`src/rtl/core_pkg.sv`:
```
// core_pkg: shared register-file geometry and writeback source indices
package core_pkg;
  localparam int XLEN = 64;
  localparam int NREG = 32;
  localparam int AW = $clog2(NREG);
  localparam logic [AW-1:0] REG_X0 = '0;
  localparam int SRC_EX = 0;
  localparam int SRC_LSU = 1;
endpackage

```
`src/rtl/regfile_wb_arbiter_rr_arb2.sv`:
```
// rr_arb2: two-way round-robin arbiter, pointer flips away from the winner under contention
module rr_arb2 (
  input  logic       clk,
  input  logic       rst,
  input  logic [1:0] req,
  output logic [1:0] gnt
);
  logic ptr_q, ptr_d;
  // grant the lone requester, else the pointed-to source, and hand priority to the loser
  always_comb begin
    gnt = (&req) ? (ptr_q ? 2'b10 : 2'b01) : req;
    ptr_d = (&req) ? ~ptr_q : ptr_q;
  end
  // priority pointer register
  always_ff @(posedge clk) begin
    if (rst) ptr_q <= 1'b0;
    else ptr_q <= ptr_d;
  end
endmodule

```
`src/rtl/regfile_wb_arbiter.sv`:
```
// regfile_wb_arbiter: register-file write port owner with writeback arbitration and busy scoreboard
module regfile_wb_arbiter
  import core_pkg::*;
(
  input  logic              clk,
  input  logic              rst,
  input  logic              issue_valid,
  input  logic [AW-1:0]     issue_rd,
  input  logic              issue_rd_we,
  input  logic [AW-1:0]     issue_rs1,
  input  logic [AW-1:0]     issue_rs2,
  output logic              issue_stall,
  input  logic [1:0]        wb_valid,
  output logic [1:0]        wb_ready,
  input  logic [2*AW-1:0]   wb_rd,
  input  logic [2*XLEN-1:0] wb_data,
  output logic              rf_we,
  output logic [AW-1:0]     rf_rd_addr,
  output logic [XLEN-1:0]   rf_rd_data,
  output logic [NREG-1:0]   busy
);
  logic [1:0] req;
  logic xfer, win;
  logic [AW-1:0] sel_rd;
  logic [XLEN-1:0] sel_data;
  logic rf_we_q, rf_we_d;
  logic [AW-1:0] rf_rd_addr_q, rf_rd_addr_d;
  logic [XLEN-1:0] rf_rd_data_q, rf_rd_data_d;
  logic [NREG-1:0] busy_q, busy_d;
  assign req = rst ? 2'b00 : wb_valid;
  rr_arb2 u_arb (.clk(clk), .rst(rst), .req(req), .gnt(wb_ready));
  // pick the winner's payload and form the next output-stage contents
  always_comb begin
    xfer = |wb_ready;
    win = wb_ready[SRC_LSU];
    sel_rd = win ? wb_rd[SRC_LSU*AW +: AW] : wb_rd[SRC_EX*AW +: AW];
    sel_data = win ? wb_data[SRC_LSU*XLEN +: XLEN] : wb_data[SRC_EX*XLEN +: XLEN];
    rf_we_d = xfer & (sel_rd != REG_X0);
    rf_rd_addr_d = xfer ? sel_rd : rf_rd_addr_q;
    rf_rd_data_d = xfer ? sel_data : rf_rd_data_q;
  end
  // scoreboard: commit clears, issue sets afterwards so a same-index set wins; x0 never busy
  always_comb begin
    busy_d = busy_q;
    if (rf_we_q) busy_d[rf_rd_addr_q] = 1'b0;
    if (issue_valid & ~issue_stall & issue_rd_we & (issue_rd != REG_X0)) busy_d[issue_rd] = 1'b1;
    busy_d[0] = 1'b0;
  end
  // hazard check against registered busy only, no commit bypass
  always_comb begin
    issue_stall = issue_valid & (busy_q[issue_rs1] | busy_q[issue_rs2] | (issue_rd_we & busy_q[issue_rd]));
  end
  // output stage and scoreboard registers
  always_ff @(posedge clk) begin
    if (rst) begin
      rf_we_q <= 1'b0;
      rf_rd_addr_q <= '0;
      rf_rd_data_q <= '0;
      busy_q <= '0;
    end else begin
      rf_we_q <= rf_we_d;
      rf_rd_addr_q <= rf_rd_addr_d;
      rf_rd_data_q <= rf_rd_data_d;
      busy_q <= busy_d;
    end
  end
  assign rf_we = rf_we_q & ~rst;
  assign rf_rd_addr = rf_rd_addr_q;
  assign rf_rd_data = rf_rd_data_q;
  assign busy = busy_q;
endmodule
```
`config.mk`:
```
export PLATFORM = sky130hd
export DESIGN_NAME = regfile_wb_arbiter
export DESIGN_NICKNAME = d
export VERILOG_FILES = /design/src/rtl/core_pkg.sv /design/src/rtl/regfile_wb_arbiter_rr_arb2.sv /design/src/rtl/regfile_wb_arbiter.sv
export SDC_FILE = /design/constraint.sdc
export NUM_CORES = 1
export LEC_CHECK = 0
export BUFFER_PORTS_ARGS = -buffer_cell sky130_fd_sc_hd__buf_2
export CORE_UTILIZATION = 45
export DETAILED_ROUTE_END_ITERATION = 8
export GPL_ROUTABILITY_DRIVEN = 1
export PLACE_DENSITY_LB_ADDON = 0.25
export SLEW_MARGIN = 20
export SYNTH_ARGS = -nofsm -noshare
export SYNTH_HDL_FRONTEND = slang
export SYNTH_SLANG_ARGS = --single-unit
export TNS_END_PERCENT = 50
```
`constraint.sdc`:
```
create_clock -name clk -period 7.6 [get_ports clk]
set_input_delay 1.52 -clock clk [delete_from_list [all_inputs] [get_ports clk]]
set_output_delay 1.52 -clock clk [all_outputs]
set_load 0.02 [all_outputs]
```
==> qor.log <==
qor: layout.layout.core_utilization 61.38%
qor: status.outcome finished with violations
qor: pwr.cell_internal_pwr 918.9 uW
qor: critical_path.cpLargestDelayFamily compound AO/OA/AOI/OAI gates
qor: timing.timing.final.crit_share 65.32%
qor: cts.cts_tree done
qor: place.placement.io_buffers 262
qor: layout.mostFrequentLayoutCell sky130_fd_sc_hd__buf_2
qor: place.place_hpwl 13.06 mm
qor: pwr.power_frac_clock 37.7%
qor: synth.syn_nets 674
qor: synth.fraction_of_registers_with_async_set_reset 0%
qor: place.routabilityCongestion 0.9878
qor: cts.hold_buffers 0
qor: layout.storage_element_area 0.002042 mm2
qor: route.drc 3
qor: timing.fin_tns_setup 0 ns
qor: cts.cts-buffers-inserted 9
qor: route.top_layer met4
qor: route.met2_length 8.723 mm
qor: critical_path.worst_setup_path_end_kind primary output
qor: cts.h-tree-depth 3
qor: critical_path.cp_num_buf_inv 2
qor: cts.cts-resized-gates 0
qor: global_route.grt_pass1_vias 5160
qor: timing.hold_viol 0
qor: pwr.power 1299 uW
qor: route.detail-route-antenna-nets 0
qor: global_route.grt_start_max_net_pins 72
qor: floorplanning.floorplan.initialDensity 46.65%
qor: route.routed-via-count 5535
qor: floorplanning.die_span_in_y 108.5 um
qor: pwr.total_switching_power 380.3 uW
qor: route.detail_route.iter0.violations 674
qor: route.route.final.wire_length 17.93 mm
qor: timing.worst_slew_pin_slew 0.9744 ns
qor: critical_path.signal_arrival_time_at_the_worst_endpoint 3.44 ns
qor: critical_path.start_kind primary input
qor: route.detail_route.vias_per_cell 6.276
qor: pwr.vdd_drop_max 0.1036 mV
qor: global_route.grt_first_pass_wirelength 26.92 mm
qor: min_path.min_path_type reg2reg
qor: route.detail_route.first_pass.iterations 9
qor: cts.cts_max_path_buffers 2
qor: critical_path.critPathMaxStageDelay 0.58 ns
qor: synth.post_synth_design_cell_area 0.005101 mm2
qor: global_route.grt_remaining_overflow 0
qor: critical_path.path_common_cell sky130_fd_sc_hd__buf_2
qor: pwr.p_leak 0.003045 uW
qor: synth.synth_top_flop_cell sky130_fd_sc_hd__dfxtp_1
qor: critical_path.path_max_fanout 9
qor: cts.cts_sinks 102
qor: synth.synth.avg_cell_area 9.905 um2
qor: timing.slew-limit-headroom 34.97%
qor: layout.multi_input_comb_area 0.002796 mm2
qor: status.violations DRC
qor: synth.synth.ff_latch_count 102
qor: cts.path_clk_slew 0.07 ns
qor: route.routedLengthMet1 7.263 mm
qor: synth.synth.yosys.warnings 0
qor: critical_path.timing.critical_path.cells buf_2 > mux4_2 > mux2i_1 > nor3b_1 > a2111oi_1 > a31oi_1 > buf_2
qor: timing.setup_repair_after_global_routing_missed_its_margin no
qor: synth.synthesis.instances 515
qor: floorplanning.die_area 0.01177 mm2
qor: critical_path.cpMaxStageDelayCell sky130_fd_sc_hd__a2111oi_1
qor: flow_run.max-cap-violations 0
qor: route.met3_wire_length 1.490 mm
qor: cts.clk_root_buffer_cell sky130_fd_sc_hd__clkbuf_16
qor: timing.timing.final.crit_period 4.964 ns
qor: pwr.power.density_cell_area 193.5 mW/mm2
qor: route.wl_per_cell 20.33 um
qor: global_route.grt_usage 29.97%
qor: layout.most-common-layout-cells 262 x sky130_fd_sc_hd__buf_2, 102 x sky130_fd_sc_hd__dfxtp_1, 76 x sky130_fd_sc_hd__nor2_1
qor: timing.fin_worst_skew 0.01238 ns
qor: floorplanning.io-pin-count 264
qor: timing.fmax 201.4 MHz
qor: floorplanning.core.rowCount 38
qor: critical_path.criticalPathCategory in2out
qor: synth.ys_types 51
qor: cts.clk_latency 0.35 ns
qor: cts.cts_setup_buffers 0
qor: floorplanning.fp.coreArea 0.01094 mm2
qor: pwr.power.combinational.fraction 17.6%
qor: layout.layout-drive-gt1-share 44.46%
qor: timing.hold_slack 0.4990 ns
qor: pwr.sequentialPowerShare 44.7%
qor: layout.n_fill_cell 960
qor: layout.relative_area_change_from_synthesis_to_final_layout 31.59%
qor: synth.synth.yosys.seq_area_share 40.03%
qor: floorplanning.die_w 108.5 um
qor: layout.final_net_count 894
qor: timing.setup_viol 0
qor: timing.max_slew_violation_count 0
qor: synth.count_of_flip_flops_with_a_built_in_enable_after_synthesis 0
qor: pwr.power.share.switching 29.27%
qor: critical_path.data_required_time_of_the_worst_path 6.08 ns
qor: global_route.grt_antenna_before_repair 2
==> power groups by stage <==
stage	Clock [uW]	Combinational (uW)	Sequential, uW
2_1_floorplan	0	111	617
3_3_place_gp	0	222	592
3_5_place_dp	0	227	592
4_1_cts	498	227	580
5_1_grt	521	247	583
6_report	490	228	581
==> per-layer routing <==
layer | up-vias | track usage, %
met3 | 40 | 6.872
met5 | - | 0
met4 | 0 | 11.58
met1 | 2692 | 37.64
met2 | 294 | 49.73
li1 | 2509 | -
==> final cells by class <==
class	instances	area share [%]
inverter	4	0.2237
antenna	2	0.07456
sequential	102	30.42
clock buffer	9	3.355
tap	140	2.610
clock inverter	7	1.454
timing repair buffer	268	20.21
multi-input combinational	350	41.66
==> sequential cells by signal (all words and copies together) (netlist names) <==
name,count
busy,31
rf_rd_addr,5
rf_rd_data,64
rf_we_q,1
u_arb.ptr_q,1
==> worst min-delay path, stage by stage, from the launching register on <==
cell and delay [ns]:
sky130_fd_sc_hd__dfxtp_1 0.32, sky130_fd_sc_hd__a222oi_1 0.06, sky130_fd_sc_hd__nor2_1 0.08
==> kinds of logic (layout without fill, tap and decap cells) <==
group / Yosys count / after routing / share of synthesized area, %
mux: 38 / 38 / 11.48
compound gates: 140 / 140 / 26.71
flops: 102 / 102 / 40.03
xor+xnor: 1 / 1 / 0.1717
simple gates: 170 / 170 / 15.92
other cells: 1 / 3 / 0.07351
buf+inv: 63 / 288 / 5.617
==> Yosys cell counts, drive strengths merged, types with 2 or more instances <==
cell	n	share of area, %
buf	13	1.9
inv	4	0.29
nand2	32	2.4
mux4	16	7.1
or2	4	0.49
nand4b	2	0.34
a221oi	2	0.34
nor2b	4	0.49
nor3b	9	1.3
mux2i	18	3.5
a21oi	3	0.29
a2111oi	2	0.37
clkbuf	46	3.4
o211ai	18	2.7
nand2b	6	0.88
o41ai	31	7.7
dfxtp	102	40
nor3	2	0.20
mux2	4	0.88
o22ai	2	0.25
a211oi	7	1.0
a222oi	64	13
nand3	21	2.1
nor2	76	5.6
nand3b	5	0.74
o21ai	6	0.59
==> stage by stage <==
| step | area [um2] | worst slack (ns) | instances |
|---|---|---|---|
| 3_5_place_dp | 6385 | 2.636 | 864 |
| 5_1_grt | 6713 | 2.534 | 882 |
| 2_1_floorplan | 5101 | 2.996 | 515 |
| 6_report | 6713 | 2.636 | 882 |
| 3_3_place_gp | 6385 | 2.742 | 864 |
| 4_1_cts | 6708 | 2.628 | 880 |
==> final timing paths <==
check                  from              to  slack (ns)  cells after the start
min reg2reg  rf_rd_data[56]  rf_rd_data[56]        0.50                      2
max reg2reg        busy[30]         busy[4]        4.88                      7
max            issue_rs2[1]     issue_stall        2.64                      7
min          rf_rd_data[56]  rf_rd_data[56]        0.50                      2
Power figures use the tool's default switching activity.
